`src/rtl/calc_pkg.sv`:
```
`default_nettype none
// ============================================================================
// Module      : calc_pkg
// Description : Shared types and constants for the calculator arithmetic units.
// Revision    : 1.0 - initial release
// ============================================================================
package calc_pkg;

    localparam int CALC_WIDTH = 32;

    localparam logic [CALC_WIDTH-1:0] DIV0_QUOTIENT = {CALC_WIDTH{1'b1}};

    typedef enum logic [1:0] {
        IDLE = 2'd0,
        PREP = 2'd1,
        DIV  = 2'd2,
        FIX  = 2'd3
    } div_state_t;

endpackage : calc_pkg
`default_nettype wire

```
`src/rtl/seq_divider_div_step.sv`:
```
`default_nettype none
// ============================================================================
// Module      : div_step
// Description : One restoring-division step: shift in a dividend bit, trial
//               subtract the divisor magnitude, keep or restore.
// Revision    : 1.0 - initial release
// ============================================================================
module div_step #(
    parameter int WIDTH = 32
) (
    input  logic [WIDTH-1:0] rem_in,
    input  logic             bit_in,
    input  logic [WIDTH-1:0] divisor,
    output logic [WIDTH-1:0] rem_out,
    output logic             q_bit
);

    logic [WIDTH:0] w_shifted;
    logic [WIDTH:0] w_diff;

    // rem_in < divisor, so the true difference fits a signed WIDTH+1 value
    assign w_shifted = {rem_in, bit_in};
    assign w_diff    = w_shifted - {1'b0, divisor};
    assign q_bit     = ~w_diff[WIDTH];
    assign rem_out   = q_bit ? w_diff[WIDTH-1:0] : w_shifted[WIDTH-1:0];

endmodule : div_step
`default_nettype wire

```
`src/rtl/seq_divider.sv`:
```
`default_nettype none
// ============================================================================
// Module      : seq_divider
// Description : Sequential radix-2 restoring divider, signed/unsigned, with
//               divide-by-zero and signed-overflow status.
// Revision    : 1.0 - initial release
// ============================================================================
module seq_divider
    import calc_pkg::*;
#(
    parameter int WIDTH = CALC_WIDTH
) (
    input  logic             clk,
    input  logic             reset,
    input  logic             start,
    input  logic             is_signed,
    input  logic [WIDTH-1:0] dividend,
    input  logic [WIDTH-1:0] divisor,
    output logic             busy,
    output logic             done,
    output logic [WIDTH-1:0] quotient,
    output logic [WIDTH-1:0] remainder,
    output logic             div_by_zero,
    output logic             overflow
);

    localparam int               CNT_W    = $clog2(WIDTH);
    localparam logic [CNT_W-1:0] C_LAST   = CNT_W'(WIDTH - 1);
    localparam logic [WIDTH-1:0] C_MINNEG = {1'b1, {(WIDTH-1){1'b0}}};
    localparam logic [WIDTH-1:0] C_DIV0_Q = WIDTH'(DIV0_QUOTIENT);

    div_state_t       r_state;
    div_state_t       w_next;

    logic             r_signed;
    logic             r_sign_q;
    logic             r_sign_r;
    logic             r_dbz;
    logic             r_ovf;
    logic [WIDTH-1:0] r_dividend;
    logic [WIDTH-1:0] r_q;
    logic [WIDTH-1:0] r_rem;
    logic [WIDTH-1:0] r_dvs;
    logic [CNT_W-1:0] r_cnt;

    logic [WIDTH-1:0] w_a_mag;
    logic [WIDTH-1:0] w_b_mag;
    logic [WIDTH-1:0] w_rem_next;
    logic             w_qbit;

    // In PREP, r_q and r_dvs still hold the raw captured operands
    assign w_a_mag = (r_signed && r_q[WIDTH-1])   ? -r_q   : r_q;
    assign w_b_mag = (r_signed && r_dvs[WIDTH-1]) ? -r_dvs : r_dvs;
    assign busy    = (r_state != IDLE);

    div_step #(
        .WIDTH   (WIDTH)
    ) u_div_step (
        .rem_in  (r_rem),
        .bit_in  (r_q[WIDTH-1]),
        .divisor (r_dvs),
        .rem_out (w_rem_next),
        .q_bit   (w_qbit)
    );

    always_ff @(posedge clk or posedge reset) begin
        if (reset) begin
            r_state <= IDLE;
        end else begin
            r_state <= w_next;
        end
    end

    always_comb begin
        w_next = r_state;
        unique case (r_state)
            IDLE:    if (start) w_next = PREP;
            PREP:    w_next = (r_dvs == '0) ? FIX : DIV;
            DIV:     if (r_cnt == C_LAST) w_next = FIX;
            FIX:     w_next = IDLE;
            default: w_next = IDLE;
        endcase
    end

    always_ff @(posedge clk or posedge reset) begin
        if (reset) begin
            r_signed    <= 1'b0;
            r_sign_q    <= 1'b0;
            r_sign_r    <= 1'b0;
            r_dbz       <= 1'b0;
            r_ovf       <= 1'b0;
            r_dividend  <= '0;
            r_q         <= '0;
            r_rem       <= '0;
            r_dvs       <= '0;
            r_cnt       <= '0;
            done        <= 1'b0;
            quotient    <= '0;
            remainder   <= '0;
            div_by_zero <= 1'b0;
            overflow    <= 1'b0;
        end else begin
            done <= 1'b0;
            unique case (r_state)
                IDLE: begin
                    if (start) begin
                        r_signed   <= is_signed;
                        r_dividend <= dividend;
                        r_q        <= dividend;
                        r_dvs      <= divisor;
                    end
                end
                PREP: begin
                    r_sign_q <= r_signed & (r_q[WIDTH-1] ^ r_dvs[WIDTH-1]);
                    r_sign_r <= r_signed & r_q[WIDTH-1];
                    r_dbz    <= (r_dvs == '0);
                    r_ovf    <= r_signed && (r_q == C_MINNEG) && (r_dvs == '1);
                    r_q      <= w_a_mag;
                    r_dvs    <= w_b_mag;
                    r_rem    <= '0;
                    r_cnt    <= '0;
                end
                DIV: begin
                    r_rem <= w_rem_next;
                    r_q   <= {r_q[WIDTH-2:0], w_qbit};
                    r_cnt <= r_cnt + 1'b1;
                end
                FIX: begin
                    done        <= 1'b1;
                    div_by_zero <= r_dbz;
                    if (r_dbz) begin
                        quotient  <= C_DIV0_Q;
                        remainder <= r_dividend;
                        overflow  <= 1'b0;
                    end else begin
                        quotient  <= r_sign_q ? -r_q   : r_q;
                        remainder <= r_sign_r ? -r_rem : r_rem;
                        overflow  <= r_ovf;
                    end
                end
                default: ;
            endcase
        end
    end

endmodule : seq_divider
`default_nettype wire

```
`config.mk`:
```
export PLATFORM = sky130hd
export DESIGN_NAME = seq_divider
export DESIGN_NICKNAME = d
export VERILOG_FILES = /design/src/rtl/calc_pkg.sv /design/src/rtl/seq_divider_div_step.sv /design/src/rtl/seq_divider.sv
export SDC_FILE = /design/constraint.sdc
export NUM_CORES = 1
export LEC_CHECK = 0
export ABC_AREA = 1
export CAP_MARGIN = 0
export CELL_PAD_IN_SITES_DETAIL_PLACEMENT = 1
export CELL_PAD_IN_SITES_GLOBAL_PLACEMENT = 1
export CORE_AREA = 5 5 180 182
export DETAILED_ROUTE_END_ITERATION = 7
export DIE_AREA = 0 0 185 187
export DONT_BUFFER_PORTS = 1
export PLACE_DENSITY_LB_ADDON = 0.1
export REMOVE_ABC_BUFFERS = 1
export SLEW_MARGIN = 10
export SYNTH_ARGS = -nofsm -noshare
export SYNTH_HDL_FRONTEND = slang
export SYNTH_SLANG_ARGS = --single-unit
```
`constraint.sdc`:
```
create_clock -name clk -period 10.6 [get_ports clk]
set_input_delay 2.12 -clock clk [delete_from_list [all_inputs] [get_ports clk]]
set_output_delay 2.12 -clock clk [all_outputs]
set_load 0.01 [all_outputs]
```
Yosys cells after proc, flatten, opt, wreduce, memory -nomap -nowiden
Index checks and enable logic that the tools add are counted.
- logic and storage cells: 68
- output and inout bits: 68
- bits of input ports: 68
- flip-flop bits (word level): 207
- bitwise operators: 4
- mux-type cells: 19
- reductions and logical operators: 14
- equality and inequality tests: 10
- add/subtract/negate cells: 5
- operators with widths (cell ; number):
    32-bit 2-to-1 mux ; 9
    32-bit case mux with 2 select lines ; 2
    32-bit negation ; 3
    32-bit case mux with 3 select lines ; 1
    32-bit equality test (second input constant) ; 2
    33-bit by 32-bit subtractor with 33-bit output ; 1
    32-bit logical NOT ; 1
    5-bit case mux with 2 select lines ; 1
    2-bit != test (second input constant) ; 4
    2-bit case mux with 4 select lines ; 1
    3-bit AND reduction ; 2
    2-bit nonzero test ; 3
    5-bit by 1-bit adder with 5-bit output (second input constant) ; 1
    5-bit equality test (second input constant) ; 1
    2-bit equality test (second input constant) ; 2
    1-bit logical AND ; 4
    2-bit 2-to-1 mux ; 2
    2-bit AND reduction ; 2
    1-bit 2-to-1 mux ; 3
    3-bit nonzero test ; 1
    1-bit bitwise AND ; 2
    2-bit by 1-bit equality test with 1-bit output (second input constant) ; 1
    2-bit logical NOT ; 1
    1-bit inverter ; 1
    1-bit XOR ; 1

Logic depth before layout (Yosys ltp)
Gate-level depths: netlist (run 1).
- depth in word-level cells: 3
- gate-level depth with buffers: 19
- mapped depth without buffers: 17

By module
Synthesis (run 1) repeated with hierarchy kept, for this count alone.
- cells, all modules: 2251
- area, all modules: 14825.5 µm²
- modules (own cells, without submodules) (module ; times used ; seq. area each (µm²) ; area an instance (µm²) ; cells an instance):
    seq_divider ; 1 ; 5180.0 ; 11662.4 ; 1568
    div_step ; 1 ; 0.0 ; 3163.0 ; 683

Least setup slack after synthesis (run 1)
Ideal clock, no wire load.
- path type: input to register
- start: input start
- end: register r_dvs[14]
- data required time: 10477 ps
- setup time: 123 ps
- stages on the path: 7
- arrival time: 3088 ps
- buffers on the path: 1
- path slack: 7389 ps
- path through: nor2_1 nor2_4 nand2_2 clkinv_1 buf_2 a22oi_1 nand2_1
- word-level cells in the longest chain between the ends: 2
- ends and longest elaborated chain (what ; line ; source):
    start: declaration ; seq_divider.sv:15 ; input logic start,
    2-bit != test (no source line) ; - ;
    3-bit AND reduction (no source line) ; - ;
    end signal: assignment ; seq_divider.sv:110 ; r_dvs <= divisor;
    end signal: assignment ; seq_divider.sv:119 ; r_dvs <= w_b_mag;
    end: declaration ; seq_divider.sv:43 ; logic [WIDTH-1:0] r_dvs;
No other way between the ends.
A chain may end at the register's enable or synchronous reset.

Final worst setup path (run 1)
- start: register r_state[1]
- end: register remainder[13]
- word-level cells in the longest chain between the ends: 1
- ends and longest elaborated chain (what ; line ; source):
    start: declaration ; seq_divider.sv:32 ; div_state_t r_state;
    start signal: assignment ; seq_divider.sv:70 ; r_state <= w_next;
    2-bit equality test ; seq_divider.sv:104 ; unique case (r_state)
    end signal: assignment ; seq_divider.sv:133 ; remainder <= r_dividend;
    end signal: assignment ; seq_divider.sv:137 ; remainder <= r_sign_r ? -r_rem : r_rem;
    end: declaration ; seq_divider.sv:22 ; output logic [WIDTH-1:0] remainder,
No other way between the ends.

==> results.txt, run 1 <==
The adder-cell share of the synthesized area is 3.712%. The mean instance size in the synthesized netlist came out at 6.878 sq um. The net count of the finished layout is 2209. The proportion of total power due to net switching is 50.83%. The number of H-tree levels came out at 1.

Setup total negative slack on the finished layout was measured at 0 ns. In this run, synthesis produced a sequential element count of 207. The final-layout fill cell count came out at 4017. The number of max-slew violations in the final report is 0. Of the total synthesized cell area, the portion taken by AND, OR, NAND and NOR gates is 32.71%. The worst IR drop on VDD came out at 0.3585 mV. The die area is 34600 sq um. The required time at the endpoint of the critical path came out at 11.01 ns.

Counting flops with a built-in enable in the synthesized netlist gives 0. The max-cap check violation count came out at 0. The part of the total power dissipated in combinational logic is 50.2%. The largest net degree at the start of global routing is 130.

The static power due to leakage is 8.019 nW. The fraction of final layout cells with drive strength greater than 1 came out at 6.389%. The achievable frequency is 251.0 MHz. The share of async-settable or async-resettable flops after synthesis is 100.0%.

During synthesis, Yosys emitted a total of 0 warnings. The remaining antenna violation count is 0. The combinational family with the most area after synthesis is simple AND/OR/NAND/NOR gates. The remaining max-slew budget at the tightest pin came out at 23.76%. Setup repair after global routing left no endpoint under its margin. Power spread over the standard cell area amounts to 299.4 nW/um^2.

Of the post-synthesis cell area, the part taken by muxes is 0.2298%. The critical-path maximum fanout came out at 40. The average via count per standard cell is 5.865. Sequential cells were found to cover 35.24% of the synthesized design area. The overall power of the completed layout came out at 4.693 mW.

The number of sinks driven by the clock tree is 207. The root buffer cell chosen for the clock tree is sky130_fd_sc_hd__clkbuf_16. The starting utilization of the core area came out at 48.30%. The worst hold path depth came out at 2. The count of different cell masters after synthesis came out at 49. The arrival time at the worst endpoint came out at 4.40 ns. The count of buffers added on input and output ports is 0. The routed wirelength normalized by instance count came out at 21.18 um.

The total overflow reported by the global router came out at 0. The internal power consumption came out at 2.307 mW. The wire length of the first global-routing pass came out at 84.31 mm. The quantity of gates resized following cts came out at 0. The buffer levels on the longest clock path came out at 3. The endpoint of the worst register-to-register path is remainder[13]. The via count is 14715.

The worst min-delay path endpoint is overflow. The DRC violations left came out at 0. The worst setup path is launched from a register. Synthesis handed over a netlist of 2137 instances. The die boundary width came out at 185 um. 136 I/O pins were placed.

The final layout contains routed wiring with a total length of 53.14 mm. The antenna diode count came out at 0. By startpoint and endpoint, the worst setup path is classified as register to register. Hold timing on the final database bottoms out at a slack of 0.4863 ns. Before antenna repair, the detailed router went through 5 iterations. The cell area after synthesis is 14700 sq um.

Compared with the post-synthesis result, the final layout area differs by 6.623%. The number of antenna violations at the first check in global routing came out at 0. The worst setup path is captured at a register.

The count of endpoints failing hold in the final timing report is 0. The final clock period utilization by the worst path came out at 37.59%. The net switching power came out at 2.385 mW. The worst path needs 3.985 ns of the cycle, external delays included. The area share of xor/xnor cells in the synthesized design is 3.158%. The flow ran to the end, and the final reports show no timing, DRC or antenna violations. The latest clock arrival within the worst-skew pair is 0.54 ns.

The number of clock buffers added by TritonCTS is 25. Clock-pin slew was measured on the worst setup and hold paths at 0.06 ns. Among all flip-flop cells after synthesis, the most frequent one is sky130_fd_sc_hd__dfrtp_1. The number of setup violations in the final report came out at 0.

After clock tree synthesis, the setup repair step added 0 buffers. The placed wire-length estimate after detailed placement is 39.82 mm. The total non-filler cell area in the finished layout is 15670 sq um. The total core area came out at 30430 sq um. The part of the power in registers came out at 32.1%. The slew at the pin closest to its max-slew limit is 1.144 ns. The type of the tightest min-delay check is register to register. Cells fill 51.50% of the core in the end. The count of hold-fix buffers inserted at cts came out at 0.

Once placement finished, the instance area stood at 14900 sq um. The slack of the worst reg-to-reg path is 6.62 ns. The vertical extent of the die came out at 187 um. The synthesized netlist devotes 14.39% of its cell area to compound gates. At the end of routability-driven placement, the weighted congestion stood at 0.9409. The relative contribution of the clock network to total power is 17.7%.

The first-iteration detailed-routing DRC count is 1069. The row count is 64. The final setup skew came out at 0.02786 ns.

The most critical setup path has its startpoint at r_state[1]. The startpoint identified for the worst hold timing path is r_ovf. The combined global-route utilization of all metal layers came out at 30.01%. The number of cells on the worst reg-to-reg path is 8. The startpoint identified for the worst register-to-register timing path is r_state[1]. The via count of the first global-routing pass came out at 15164.

TritonCTS built the clock tree.
[critical path, stage by stage, from the launching register on]
cell	delay, ns
sky130_fd_sc_hd__dfrtp_1	0.41
sky130_fd_sc_hd__ha_2	0.83
sky130_fd_sc_hd__clkinv_1	1.17
sky130_fd_sc_hd__nor2_2	0.39
sky130_fd_sc_hd__inv_1	0.31
sky130_fd_sc_hd__buf_4	0.38
sky130_fd_sc_hd__a21oi_1	0.16
sky130_fd_sc_hd__o21ai_0	0.10
sky130_fd_sc_hd__o211ai_1	0.08
[stage by stage]
| stage | setup slack, ns | std cells |
|---|---|---|
| finish | 6.615 | 2509 |
| global route | 6.196 | 2509 |
| CTS | 6.513 | 2509 |
| detailed placement | 6.541 | 2467 |
| global placement | 6.682 | 2467 |
| floorplan | 2.828 | 2060 |
[power by group through the flow]
stage / Sequential (mW) / Combinational [mW] / Clock, mW
2_1_floorplan: 1.41 / 1.61 / 0
3_3_place_gp: 1.50 / 2.22 / 0
3_5_place_dp: 1.51 / 2.31 / 0
4_1_cts: 1.50 / 2.34 / 0.842
5_1_grt: 1.55 / 2.61 / 0.878
6_report: 1.51 / 2.36 / 0.830
[metal layers]
layer / GRT usage, % / share of wire [%] / vias up / wire length (um)
met3: 5.873 / 7.2 / 85 / 3834
met1: 42.01 / 45 / 7310 / 23650
li1: - / - / 6888 / -
met5: 0 / 0 / - / 0
met4: 7.199 / 2.8 / 0 / 1494
met2: 48.01 / 45 / 432 / 24160
[area by class of cell]
type | instances | area [sq um] | area share, %
well taps | 396 | 495.5 | 3.162
multi-input cells | 1543 | 7973 | 50.87
clock buffers | 35 | 703.2 | 4.487
flip-flops and latches | 207 | 5180 | 33.05
clock inverters | 7 | 66.31 | 0.4232
inverters | 310 | 1171 | 7.473
repair buffers | 11 | 82.58 | 0.5269
[registers in the layout, summed over array words and instances, names as in the netlist, 2 cells and up]
signal	cells
quotient	32
r_dividend	32
r_cnt	5
r_q	32
r_state	2
r_dvs	32
remainder	32
r_rem	32
[cell families (layout without fill, tap and decap cells)]
logic type                 after synthesis  after routing
AOI/OAI and AO/OA                      346            346
buffers and inverters                  387            363
and+or+nand+nor                       1098           1098
muxes                                    3              3
DFF                                    207            207
xor gates and xnor gates                53             53
adders and majority gates               43             43
[synthesized netlist by cell type, types with 2 or more instances]
| master | instances | area [sq um] |
|---|---|---|
| sky130_fd_sc_hd__a21oi_1 | 148 | 740.7 |
| sky130_fd_sc_hd__a21oi_2 | 3 | 26.28 |
| sky130_fd_sc_hd__a221oi_1 | 31 | 271.5 |
| sky130_fd_sc_hd__a22oi_1 | 37 | 277.8 |
| sky130_fd_sc_hd__and2_1 | 6 | 37.54 |
| sky130_fd_sc_hd__buf_1 | 5 | 18.77 |
| sky130_fd_sc_hd__buf_2 | 13 | 65.06 |
| sky130_fd_sc_hd__buf_4 | 2 | 15.01 |
| sky130_fd_sc_hd__buf_6 | 5 | 56.30 |
| sky130_fd_sc_hd__buf_8 | 2 | 30.03 |
| sky130_fd_sc_hd__clkbuf_1 | 49 | 183.9 |
| sky130_fd_sc_hd__clkinv_1 | 2 | 7.510 |
| sky130_fd_sc_hd__dfrtp_1 | 207 | 5180 |
| sky130_fd_sc_hd__ha_1 | 42 | 525.5 |
| sky130_fd_sc_hd__inv_1 | 296 | 1111 |
| sky130_fd_sc_hd__inv_2 | 12 | 45.04 |
| sky130_fd_sc_hd__mux2_2 | 3 | 33.78 |
| sky130_fd_sc_hd__nand2_1 | 558 | 2095 |
| sky130_fd_sc_hd__nand2_2 | 22 | 137.6 |
| sky130_fd_sc_hd__nand2_4 | 6 | 67.56 |
| sky130_fd_sc_hd__nand3_1 | 178 | 890.9 |
| sky130_fd_sc_hd__nand3_2 | 19 | 190.2 |
| sky130_fd_sc_hd__nand3b_1 | 8 | 60.06 |
| sky130_fd_sc_hd__nand4_1 | 37 | 231.5 |
| sky130_fd_sc_hd__nor2_1 | 221 | 829.6 |
| sky130_fd_sc_hd__nor2_2 | 8 | 50.05 |
| sky130_fd_sc_hd__nor2_4 | 4 | 45.04 |
| sky130_fd_sc_hd__nor3_1 | 21 | 105.1 |
| sky130_fd_sc_hd__nor4_1 | 5 | 31.28 |
| sky130_fd_sc_hd__o211ai_1 | 11 | 82.58 |
| sky130_fd_sc_hd__o21ai_0 | 64 | 320.3 |
| sky130_fd_sc_hd__o21ai_1 | 7 | 35.03 |
| sky130_fd_sc_hd__o21bai_1 | 14 | 105.1 |
| sky130_fd_sc_hd__o221ai_1 | 17 | 148.9 |
| sky130_fd_sc_hd__o22ai_1 | 8 | 50.05 |
| sky130_fd_sc_hd__or2_2 | 2 | 12.51 |
| sky130_fd_sc_hd__xnor2_1 | 14 | 122.6 |
| sky130_fd_sc_hd__xor2_1 | 39 | 341.6 |
[cell usage in the layout (no fill, tap or decap), types with 5 or more instances in the layout]
| cell type | count |
|---|---|
| sky130_fd_sc_hd__o221ai_1 | 17 |
| sky130_fd_sc_hd__nand2_1 | 556 |
| sky130_fd_sc_hd__inv_2 | 14 |
| sky130_fd_sc_hd__nand2_4 | 6 |
| sky130_fd_sc_hd__nor2_1 | 221 |
| sky130_fd_sc_hd__nand4_1 | 37 |
| sky130_fd_sc_hd__nand3_2 | 19 |
| sky130_fd_sc_hd__xor2_1 | 39 |
| sky130_fd_sc_hd__clkbuf_16 | 25 |
| sky130_fd_sc_hd__nand3b_1 | 8 |
| sky130_fd_sc_hd__nand2_2 | 24 |
| sky130_fd_sc_hd__o21ai_1 | 7 |
| sky130_fd_sc_hd__ha_1 | 41 |
| sky130_fd_sc_hd__nor2_2 | 8 |
| sky130_fd_sc_hd__o22ai_1 | 8 |
| sky130_fd_sc_hd__and2_1 | 6 |
| sky130_fd_sc_hd__a22oi_1 | 37 |
| sky130_fd_sc_hd__nand3_1 | 178 |
| sky130_fd_sc_hd__a21oi_1 | 148 |
| sky130_fd_sc_hd__xnor2_1 | 14 |
| sky130_fd_sc_hd__o21ai_0 | 64 |
| sky130_fd_sc_hd__o211ai_1 | 11 |
| sky130_fd_sc_hd__dfrtp_1 | 207 |
| sky130_fd_sc_hd__buf_4 | 11 |
| sky130_fd_sc_hd__nor4_1 | 5 |
| sky130_fd_sc_hd__nor3_1 | 21 |
| sky130_fd_sc_hd__inv_1 | 293 |
| sky130_fd_sc_hd__o21bai_1 | 14 |
| sky130_fd_sc_hd__a221oi_1 | 31 |
| sky130_fd_sc_hd__clkbuf_1 | 6 |
[worst max-delay path by stage]
stage / endpoint / slack (ns) / cells after the start
6_report: remainder[13] / 6.62 / 8
4_1_cts: remainder[13] / 6.51 / 8
5_1_grt: remainder[13] / 6.20 / 8
2_1_floorplan: div_by_zero / 2.83 / 1
3_3_place_gp: r_dvs[18] / 6.68 / 2
3_5_place_dp: remainder[2] / 6.54 / 6
No activity file was read; power rests on OpenSTA's default activity.
==> inputs of run 2 (changes only) <==
--- a/config.mk
+++ b/config.mk
@@ -5,13 +5,13 @@
 export SDC_FILE = /design/constraint.sdc
 export NUM_CORES = 1
 export LEC_CHECK = 0
-export ABC_AREA = 1
+export ABC_AREA = 0
 export CAP_MARGIN = 0
 export CELL_PAD_IN_SITES_DETAIL_PLACEMENT = 1
 export CELL_PAD_IN_SITES_GLOBAL_PLACEMENT = 1
-export CORE_AREA = 5 5 180 182
+export CORE_AREA = 5 5 179 181
 export DETAILED_ROUTE_END_ITERATION = 7
-export DIE_AREA = 0 0 185 187
+export DIE_AREA = 0 0 184 186
 export DONT_BUFFER_PORTS = 1
 export PLACE_DENSITY_LB_ADDON = 0.1
 export REMOVE_ABC_BUFFERS = 1
==> constraint.sdc (replaced) <==
create_clock -name clk -period 3.42 [get_ports clk]
set_input_delay 0.684 -clock clk [delete_from_list [all_inputs] [get_ports clk]]
set_output_delay 0.684 -clock clk [all_outputs]
set_load 0.01 [all_outputs]
==> run 2 against run 1 <==
First-iteration DRC count fell by 41%. Sequential cell count did not move. Synthesized cell count fell by 28%. Core utilization fell by 2.8 points. Total power rose to 3.1 times the previous value. Clock-buffer cell count rose by 4. Critical path type unchanged. Largest cell class unchanged.
==> results.txt, run 2 <==
The run finished with clean final reports. The number of warnings printed during yosys synthesis is 0. In this run the number of H-tree levels came out at 1.

The number of enable-type register cells in the synthesized netlist is 0. The latest clock arrival within the worst-skew pair came out at 0.55 ns. The vertical extent of the die came out at 186 um.

The worst IR drop on VDD came out at 0.5909 mV. The cell area after synthesis is 13320 sq um. The area share of the leading cell type in the synthesized netlist came out at 38.90%. The time the final worst path needs with I/O delays and setup is 3.073 ns. The library cells used most frequently in the layout, excluding fill and tap cells, are sky130_fd_sc_hd__dfrtp_1 (206), sky130_fd_sc_hd__o21ai_0 (146), sky130_fd_sc_hd__nand2_1 (139). The arrival time at the worst endpoint came out at 3.47 ns. Averaged over all synthesized cells, the footprint is 8.670 sq um. The type of element launching the critical path is a register. The worst reg2reg path startpoint is r_dvs[3].

Relative to the synthesized area, the layout overhead comes to 10.62%. Routability-driven placement finished with a final weighted congestion of 0.8189. The starting utilization of the core area is 43.99%. The number of instances in the synthesized netlist came out at 1536.

The die boundary width came out at 184 um. The final clock period utilization by the worst path is 89.85%. The worst-case hold slack is 0.05961 ns.

The buffer levels on the longest clock path is 3. The pre-antenna-repair detailed-routing pass consisted of 5 iterations. Power comes to 14.37 mW. The synthesized netlist contains 80 unique library cells. The final routed wirelength across all metal layers came out at 45.09 mm. Counting instances in the post-synthesis netlist gives the leading cell types as sky130_fd_sc_hd__dfrtp_1 (207), sky130_fd_sc_hd__o21ai_0 (146), sky130_fd_sc_hd__nand2_1 (140), sky130_fd_sc_hd__nor2_1 (137), sky130_fd_sc_hd__a21oi_1 (115). sky130_fd_sc_hd__dfrtp_1 takes more of the synthesized area than any other cell.

The TritonCTS clock tree is built. After detailed routing, the number of vias per cell comes to 6.157. Among all cell types in the netlist, the one instantiated most often is sky130_fd_sc_hd__dfrtp_1. The routed wirelength normalized by instance count is 23.40 um. The share of async-settable or async-resettable flops after synthesis is 100.0%. Entering global routing, the biggest net connects 81 pins. The final setup skew is 0.01703 ns. Of the cells placed in the final design, the portion with a size suffix greater than 1 is 11.43%. The critical-path maximum fanout is 22. The finished cells cover 14730 sq um.

For the worst setup path, the data required time is 3.82 ns. The number of max-slew violations in the final report is 0. By area the synthesized netlist is led by sky130_fd_sc_hd__dfrtp_1 (39%), sky130_fd_sc_hd__o21ai_0 (5.5%), sky130_fd_sc_hd__mux2_2 (4.7%). The combined global-route utilization of all metal layers is 25.87%. The row count is 64. The number of buffers inserted by port buffering came out at 0. In this run the standard cell core region covers 30270 sq um. The number of setup violations in the final report came out at 0.

Dividing total power by cell area gives a power density of 975.3 nW/um^2. The worst pin sits at a relative slew slack of 53.28%. Max-cap violations in this run came to 0. The commonest non-fill, non-tap cell in the layout is sky130_fd_sc_hd__dfrtp_1. The total overflow reported by the global router came out at 0. The count of pins on the block boundary is 136. The achievable frequency is 325.4 MHz. The via count of the first global-routing pass is 12196. In this run the static leakage power is 6.353 nW.

At the end of the flow, the number of nets in the layout was 1625. The via count is 11864. Counting every sink on the clock net gives 207.

The final-layout setup total negative slack came out at 0 ns. The sequential fraction of the synthesis area came out at 38.90%. For this run, design rule violations remaining after detail routing come to 0. The worst setup path is captured at a register. The number of cells on the worst reg-to-reg path came out at 12. The worst setup path is of the register to register kind.

The TritonCTS buffer count is 26. At the pin with the least slew margin, the transition time is 0.7008 ns. The endpoint of the worst register-to-register path is r_rem[13]. After clock tree synthesis, the clock-pin slew on the worst setup and hold paths is 0.06 ns. Setup repair after global routing left no endpoint under its margin. The root buffer selected by CTS is sky130_fd_sc_hd__clkbuf_16. The main flop type after synthesis is sky130_fd_sc_hd__dfrtp_1. The count of hold-fix buffers inserted at cts came out at 0.

The antenna diode count came out at 0. The wire length of the first global-routing pass is 71.36 mm. The number of antenna violations at the first check in global routing came out at 1. The synthesized design contains 207 register bits. The placed wire-length estimate after detailed placement came out at 32.40 mm. The detail route stage leaves a number of antenna-violating nets equal to 0. The slack of the worst reg-to-reg path is 0.35 ns. The count of endpoints failing hold in the final timing report is 0.

The die covers 34220 sq um. The min-delay analysis places its worst path in the category input pin to asynchronous set/reset pin. The placed instance area is 13870 sq um. The first-iteration detailed-routing DRC count came out at 636.
[run 2: critical path: stages (launching register included)]
cell and delay [ns]:
sky130_fd_sc_hd__dfrtp_1 0.59, sky130_fd_sc_hd__inv_1 0.10, sky130_fd_sc_hd__ha_1 0.35, sky130_fd_sc_hd__o211ai_1 0.19
sky130_fd_sc_hd__a21oi_1 0.08, sky130_fd_sc_hd__o211ai_1 0.24, sky130_fd_sc_hd__o21ai_0 0.11, sky130_fd_sc_hd__buf_4 0.18
sky130_fd_sc_hd__a21oi_1 0.20, sky130_fd_sc_hd__o211a_2 0.33, sky130_fd_sc_hd__buf_12 0.22, sky130_fd_sc_hd__mux2i_1 0.24
sky130_fd_sc_hd__o22ai_1 0.10
[run 2: routing by layer]
| layer | routed length [um] | track usage [%] | vias up | share of wire, % |
|---|---|---|---|---|
| li1 | - | - | 5507 | - |
| met1 | 20530 | 35.77 | 6033 | 46 |
| met2 | 21210 | 42.78 | 253 | 47 |
| met3 | 2194 | 4.104 | 69 | 4.9 |
| met4 | 1123 | 6.300 | 2 | 2.5 |
| met5 | 22 | 0 | - | 0.049 |
[run 2: what timing repair did]
action                     4_1_cts  5_1_grt
gates resized for setup          0        2
setup endpoints to repair        0       26
buffers inserted                 0        1
hold endpoints to repair         0        0
[run 2: through the flow]
step | setup WS, ns | util [%] | cells
3_5_place_dp | 0.2456 | 45.83 | 1881
3_3_place_gp | 0.3556 | 45.83 | 1881
5_1_grt | 0.02529 | 48.66 | 1927
6_report | 0.3472 | 48.66 | 1927
2_1_floorplan | -2.916 | - | 1439
4_1_cts | 0.2008 | 48.59 | 1926
[run 2: cell type report]
cell class	instances	area, sq um
Sequential cell	207	5181
Inverter	80	307.8
Timing Repair Buffer	47	415.4
Tap cell	396	495.5
Clock inverter	6	66.31
Clock buffer	39	769.5
Fill cell	3564	15540
Multi-Input combinational cell	1152	7495
[run 2: how the worst max path moves through the flow]
stage / from / depth (start not counted) / slack [ns] / endpoint
after floorplan: reset / 1 / -2.92 / div_by_zero
after global placement: r_rem[0] / 12 / 0.36 / r_rem[1]
after detailed placement: r_rem[0] / 12 / 0.25 / r_rem[4]
after CTS: r_rem[0] / 13 / 0.20 / r_rem[23]
after global routing: r_dvs[0] / 12 / 0.03 / r_rem[13]
final: r_dvs[3] / 12 / 0.35 / r_rem[13]
[run 2: logic make-up after synthesis]
logic type,synth area share (%)
buffers and inverters,5.092
AO/OA/AOI/OAI,21.98
AND/OR/NAND/NOR,18.29
flip-flops,38.90
XOR/XNOR,5.327
adder cells (fa/ha/maj),4.097
multiplexers,6.314
[run 2: where the power goes]
part	switching [mW]	leakage [nW]	internal, mW
Combinational	4.36	3.36	2.52
Sequential	1.31	2.58	3.43
Clock	1.13	0.414	1.62
